**src/rtl/uart_tx_cfg.sv**
```systemverilog
// rtl/uart_tx_cfg.sv - configurable UART transmitter with transmit FIFO
// Ports:
//   clk          sole clock, rising edge
//   rst          asynchronous active-high reset
//   tx_data      word to queue, sampled while trmt=1
//   trmt         write strobe, one FIFO push per cycle when not full
//   parity_mode  00 none, 01 even, 10 odd, 11 none (latched per frame)
//   two_stop     0 one stop bit, 1 two stop bits (latched per frame)
//   TX           registered serial line, idles high
//   tx_done      one-cycle pulse at the end of each frame on the line
//   full         FIFO holds FIFO_DEPTH entries
//   idle         FSM in IDLE and FIFO empty
`timescale 1ns/1ps
module uart_tx_cfg #(
    parameter int DATA_W     = 8,
    parameter int CLK_DIV    = 44,
    parameter int FIFO_DEPTH = 4
) (
    input  logic              clk,
    input  logic              rst,
    input  logic [DATA_W-1:0] tx_data,
    input  logic              trmt,
    input  logic [1:0]        parity_mode,
    input  logic              two_stop,
    output logic              TX,
    output logic              tx_done,
    output logic              full,
    output logic              idle
);

    localparam int          AW        = $clog2(FIFO_DEPTH);
    localparam logic [AW:0] DEPTH_C   = (AW + 1)'(FIFO_DEPTH);
    localparam logic [15:0] LAST_CNT  = 16'(CLK_DIV - 1);
    localparam logic [3:0]  LAST_DATA = 4'(DATA_W - 1);

    typedef enum logic [2:0] {IDLE, START, DATA, PARITY, STOP} state_t;

    // FIFO
    logic [DATA_W-1:0] mem [FIFO_DEPTH];
    logic [AW-1:0]     wr_ptr, rd_ptr;
    logic [AW:0]       count;
    logic              empty, push, pop;
    logic [DATA_W-1:0] head;

    // FSM and datapath
    state_t            state, next_state;
    logic [15:0]       cnt;
    logic [3:0]        bit_idx;
    logic [DATA_W-1:0] shreg;
    logic              par_bit, par_en, stop2;
    logic              bit_end, done_c, tx_bit, tx_done_d;

    assign full  = (count == DEPTH_C);
    assign empty = (count == '0);
    // full is judged before any same-cycle pop, so a push at full is lost
    assign push  = trmt & ~full;
    assign head  = mem[rd_ptr];
    assign idle  = (state == IDLE) & empty;

    always_ff @(posedge clk) begin
        if (push)
            mem[wr_ptr] <= tx_data;
    end

    always_ff @(posedge clk or posedge rst) begin
        if (rst) begin
            wr_ptr <= '0;
            rd_ptr <= '0;
            count  <= '0;
        end else begin
            if (push)
                wr_ptr <= wr_ptr + 1'b1;
            if (pop)
                rd_ptr <= rd_ptr + 1'b1;
            count <= count + {{AW{1'b0}}, push} - {{AW{1'b0}}, pop};
        end
    end

    assign bit_end = (cnt == LAST_CNT);

    always_comb begin
        next_state = state;
        pop        = 1'b0;
        done_c     = 1'b0;
        case (state)
            IDLE: begin
                if (!empty) begin
                    pop        = 1'b1;
                    next_state = START;
                end
            end
            START: begin
                if (bit_end)
                    next_state = DATA;
            end
            DATA: begin
                if (bit_end && bit_idx == LAST_DATA)
                    next_state = par_en ? PARITY : STOP;
            end
            PARITY: begin
                if (bit_end)
                    next_state = STOP;
            end
            STOP: begin
                // bit_idx counts completed stop bits within this state
                if (bit_end && bit_idx == {3'b000, stop2}) begin
                    done_c = 1'b1;
                    if (!empty) begin
                        pop        = 1'b1;
                        next_state = START;
                    end else begin
                        next_state = IDLE;
                    end
                end
            end
            default: next_state = IDLE;
        endcase
    end

    always_comb begin
        tx_bit = 1'b1;
        case (state)
            START:   tx_bit = 1'b0;
            DATA:    tx_bit = shreg[0];
            PARITY:  tx_bit = par_bit;
            default: tx_bit = 1'b1;
        endcase
    end

    always_ff @(posedge clk or posedge rst) begin
        if (rst)
            state <= IDLE;
        else
            state <= next_state;
    end

    always_ff @(posedge clk or posedge rst) begin
        if (rst) begin
            cnt       <= '0;
            bit_idx   <= '0;
            shreg     <= '0;
            par_bit   <= 1'b0;
            par_en    <= 1'b0;
            stop2     <= 1'b0;
            TX        <= 1'b1;
            tx_done_d <= 1'b0;
            tx_done   <= 1'b0;
        end else begin
            // baud counter restarts on every bit boundary and state change
            if (next_state != state || bit_end || state == IDLE)
                cnt <= '0;
            else
                cnt <= cnt + 16'd1;

            if (next_state != state)
                bit_idx <= '0;
            else if (bit_end)
                bit_idx <= bit_idx + 4'd1;

            if (pop) begin
                shreg   <= head;
                par_en  <= (parity_mode == 2'b01) || (parity_mode == 2'b10);
                par_bit <= (parity_mode == 2'b10) ? ~(^head) : (^head);
                stop2   <= two_stop;
            end else if (state == DATA && bit_end) begin
                shreg <= shreg >> 1;
            end

            // TX lags the FSM by one cycle; tx_done is delayed to match
            // the end of the stop bit as seen on the line
            TX        <= tx_bit;
            tx_done_d <= done_c;
            tx_done   <= tx_done_d;
        end
    end

endmodule

```
**config.mk**
```make
export PLATFORM = sky130hd
export DESIGN_NAME = uart_tx_cfg
export DESIGN_NICKNAME = d
export VERILOG_FILES = /design/src/rtl/uart_tx_cfg.sv
export SDC_FILE = /design/constraint.sdc
export NUM_CORES = 1
export LEC_CHECK = 0
export ABC_CLOCK_PERIOD_IN_PS = 5400
export CORE_ASPECT_RATIO = 0.8
export CORE_UTILIZATION = 40
export DETAILED_ROUTE_END_ITERATION = 8
export SLEW_MARGIN = 20
export SYNTH_ARGS = -nofsm -noshare
export SYNTH_HDL_FRONTEND = slang
export SYNTH_SLANG_ARGS = --single-unit
```
**constraint.sdc**
```tcl
create_clock -name clk -period 5.4 [get_ports clk]
set_input_delay 1.08 -clock clk [delete_from_list [all_inputs] [get_ports clk]]
set_output_delay 1.08 -clock clk [all_outputs]
set_load 0.02 [all_outputs]
```
* Word level (Yosys, flattened, before mapping) *
Memory sizes are Yosys's and may differ from the RTL's.
Cells that the tools add are included.

cells by class
  equal/unequal tests = 11
  bitwise operators = 4
  mux-type cells = 22
  add/subtract/negate cells = 6
  reductions and logical operators = 11

operator list
  cell                   count
  $mux 3                 6
  $add 16x1->16 const B  1
  $eq 16x6->1 const B    1
  $mux 16                1
  $mux 8                 2
  $pmux 3 s5             1
  $mux 1                 8
  $mux 4                 2
  $reduce_xor 8->1       1
  $eq 3x2->1 const B     2
  $eq 3x3->1 const B     2
  $logic_not 3->1        2
  $add 2x1->2 const B    2
  $add 4x1->4 const B    1
  $eq 4x1->1             1
  $eq 4x3->1 const B     1
  $reduce_bool 2->1      2
  $add 3x1->3            1
  $eq 3x1->1 const B     1
  $logic_and 1x1->1      3
  $logic_or 1x1->1       3
  $ne 3x3->1             1
  $pmux 1 s3             1
  $sub 3x1->3            1
  other kinds (5)        7

storage, ports and cells
  RAM bits = 32
  memories kept = 1
  flip-flop bits (word level) = 44

memory list
  memory  words  width  read ports  clocked after Yosys merged registers in  write ports  RTL line  text
  mem     4      8      1           0                                        1            39        logic [DATA_W-1:0] mem [FIFO_DEPTH];

* Logic depth before layout (Yosys ltp) *
  depth after elaboration = 8
  depth in mapped cells = 12
  mapped depth without buffers = 11

* Least setup slack after synthesis *
OpenSTA, ideal clock, no wires.

  kind = register -> register
  start = register cnt[0]
  end = register count[2]
  setup time = 123 ps
  arrival time = 2,562 ps
  cell stages (with the launch flop) = 13
  path slack = 2,715 ps
  period minus slack after synthesis = 2,685 ps
  data required time = 5,277 ps
  cell sequence = dfrtp_1 -> ha_1 -> nor4b_1 -> nand4_1 -> o21ai_1 -> nand3_2 -> inv_2 -> buf_4 -> ha_1 -> inv_1 -> ha_1 -> fa_1 -> xnor2_1

between the ends
  word-level cells in the longest chain between the ends = 5

RTL lines
  what                      RTL line  text
  start: declaration        47        logic [15:0] cnt;
  start signal: assignment  153       cnt <= cnt + 16'd1;
  $eq 16x6->1               79        assign bit_end = (cnt == LAST_CNT);
  $logic_and 1x1->1         106       if (bit_end && bit_idx == {3'b000, stop2}) begin
  $mux 1                    106
  $pmux 1 s2                85        case (state)
  $sub 3x1->3               75        count <= count + {{AW{1'b0}}, push} - {{AW{1'b0}}, pop};
  end signal: assignment    75
  end: declaration          41        logic [AW:0] count;

Every way passes these cells.
A chain may end at the register's enable or synchronous reset.

* Worst setup path in the final report *
  start = register cnt[0]
  end = register count[1]

Same word-level chain as after synthesis.

==> impl_metrics.tcl <==
set metrics [dict create \
    status "finished, final reports clean" \
    cts.path.max_buffers 2 \
    cpMaxStageDelayCell "nand4_1" \
    p_leak_nw 1.64 \
    place_congestion 0.771 \
    die_area_um2 9040 \
    grt_overflow 0 \
    drtIter0Drc 93 \
    routed_wl_mm 5.97 \
    critical-path-max-stage-delay_ps 560 \
    cts_max_level 3 \
    max_cap_violations 0 \
    irDropWorstVdd_v 0.000172 \
    worst_ep_arrival_time_ps 3720 \
    fmax_mhz 287 \
    n_antenna_cell 0 \
    crit_top_cell "ha_1" \
    hold_viol 0 \
    track_usage_pct 15.0 \
    whs_ps 350 \
    crit_required_ps 5630 \
    finalCriticalPeriod_ps 3490 \
    clock-root-buffer "clkbuf_8" \
    io_buffers 17 \
    dr_total_vias 2013 \
    drt_first_pass_iters 4 \
    synth_fp_nets 298 \
    syn-cell-area_um2 3460 \
    num_rows 29 \
    fillCellCount 759 \
    critPathKind "flip-flop to flip-flop" \
    crit_path_end_kind "flip-flop" \
    synth.distinct_cells 43 \
    cts_made_buffers 9 \
    cts_sinks 76 \
    crit_buf_inv 2 \
    ios 18 \
    multiInputGateArea_um2 1300 \
    min-delay-path-class "flip-flop to flip-flop" \
    synth_warnings 0 \
    worstMarginPinSlew_ps 636 \
    syn_to_final_growth_pct 13.1 \
    routedWlPerCell_um 14.7 \
    critPathLaunchType "flip-flop" \
    synth_seq_cells 76 \
    setup-tns-final_ps 0 \
    drv_slew 0 \
    grt_pass1_vias 2041 \
    finalPower_mw 1.34 \
    grt_max_degree 32 \
    fin_nets 318 \
    drive_gt1_share_pct 9.36 \
    dpl.hpwl_mm 4.19 \
    regArea_um2 2060 \
    path_cells "ha_1 > nor4b_1 > nand4_1 > o21ai_1 > nand3_2 > inv_2 > ha_1 > inv_1 > ha_1 > fa_1" \
    path_delay_family "adder cells" \
    skew_ps 8.72 \
    clk_transition_reported_paths_ps 80 \
    power_density_nw_per_um2 343 \
    ys_seq_area_share_pct 59.6 \
    synth_cells 274 \
    period_share_pct 64.6 \
    die_w_um 106 \
    clk-insertion-delay-late_ps 360 \
    rsz0062_at_grt "false" \
    grt_pass1_wl_mm 10.1 \
    cts_resized 0 \
    initial_utilization_pct 42.4 \
    slew-limit-headroom_pct 57.4 \
    antenna_found_initial 0 \
    drtAntennaViolNets 0 \
    cts_hold_buf 0 \
    vias_per_cell 4.95 \
    synth.avg_cell_area_um2 12.6 \
    setup_violations 0 \
    cp_max_fo 18 \
    core_um2 8160 \
    drc 0 \
    postCtsSetupBuffers 0 \
    fp.dieH_um 85.2 \
    cts_tree "built" \
    fin_util_pct 48.0 \
]
## cells by family (layout without fill, tap and decap cells)
group | Yosys count | in the layout | synth area share, %
compound gates | 26 | 26 | 4.08
fa+ha+maj | 10 | 10 | 3.83
xor+xnor | 29 | 29 | 7.76
buf+inv | 21 | 46 | 2.96
simple gates | 97 | 97 | 14.2
mux | 15 | 15 | 7.66
flops | 76 | 76 | 59.6
## state kept, by name (all words and copies together), names as in the netlist
name,cells
wr_ptr,2
tx_done,1
par_bit,1
par_en,1
stop2,1
cnt,16
shreg,8
tx_done_d,1
count,3
rd_ptr,2
bit_idx,4
mem,32
TX,1
state,3
## power by group
part           switching (mW)  internal, mW  leakage (nW)
clock network           0.220         0.215        0.0958
logic                   0.114        0.0915         0.690
registers              0.0252         0.677         0.853
## worst register-to-register path: cells and delay by family (launching register included)
kind            cells  cell delay, ps
compound gates      1             390
simple gates        3            1060
buf+inv             2             340
flops               1             430
fa+ha+maj           4            1140
## per-stage QoR
stage | area [um^2] | setup slack (ps) | cells
finish | 3920 | 1910 | 407
global placement | 3720 | 2110 | 391
floorplan | 3460 | 2720 | 274
CTS | 3920 | 1920 | 407
detailed placement | 3720 | 1950 | 391
global route | 3920 | 1530 | 407
## synth_stat cells
master	n	area, um^2
dfrtp_1	43	1080
edfxtp_1	32	961
nand2_1	28	105
nor2_1	24	90.1
o21ai_0	15	75.1
xnor2_1	14	123
xor2_1	13	114
inv_1	11	41.3
ha_1	9	113
nand3_1	8	40.0
mux2i_1	7	70.1
and3_1	6	37.5
a21oi_1	5	25.0
and2_1	5	31.3
or3_1	5	31.3
clkbuf_1	4	15.0
mux4_1	4	105
mux4_2	4	90.1
nand4_1	4	25.0
nor4b_1	3	26.3
o211ai_1	3	22.5
buf_2	2	10.0
nand2b_1	2	12.5
nor2b_1	2	12.5
o21ai_1	2	10.0
xnor2_2	2	32.5
a311oi_1	1	8.76
and3b_1	1	8.76
and4_1	1	8.76
buf_4	1	7.51
buf_6	1	11.3
clkbuf_8	1	13.8
dfstp_2	1	26.3
fa_1	1	20.0
inv_2	1	3.75
nand3_2	1	10.0
nor3_1	1	5.00
nor3b_1	1	7.51
nor4_1	1	6.26
or2_2	1	6.26
or3b_2	1	8.76
or4_1	1	7.51
or4b_1	1	10.0
## layout by cell type, fill, tap and decap left out, types with 6 or more instances in the layout
cell and count:
xor2_1 13, clkbuf_8 9, xnor2_1 14, dfrtp_1 43, nand3_1 8, and3_1 6
clkdlybuf4s50_1 17, o21ai_0 15, ha_1 9, mux2i_1 7, edfxtp_1 32, inv_1 10
nand2_1 28, nor2_1 24
## worst paths after layout
check / start / to / slack [ps] / cells past startpoint
min reg2reg: tx_done_d / tx_done / 350 / 0
min: tx_done_d / tx_done / 350 / 0
max in group asynchronous: rst / TX / 3660 / 3
max reg2reg: cnt[0] / count[1] / 1910 / 10
min in group asynchronous: rst / cnt[9] / 990 / 2
max: cnt[0] / count[1] / 1910 / 10
## cell type report
type	count	area share [%]
Inverter	12	1.15
Timing Repair Buffer	18	4.53
Sequential cell	76	52.6
Multi-Input combinational cell	177	33.1
Clock buffer	9	3.16
Clock inverter	7	1.95
Tap cell	108	3.45
## routing by layer
metal | global-route usage, % | part of all wire (%) | vias to the layer above
met1 | 21.4 | 53 | 960
li1 | - | - | 1005
met4 | 4.92 | 1.3 | 0
met5 | 0 | 0 | -
met3 | 5.68 | 4.0 | 8
met2 | 21.0 | 42 | 40
Power figures use the tool's default switching activity.
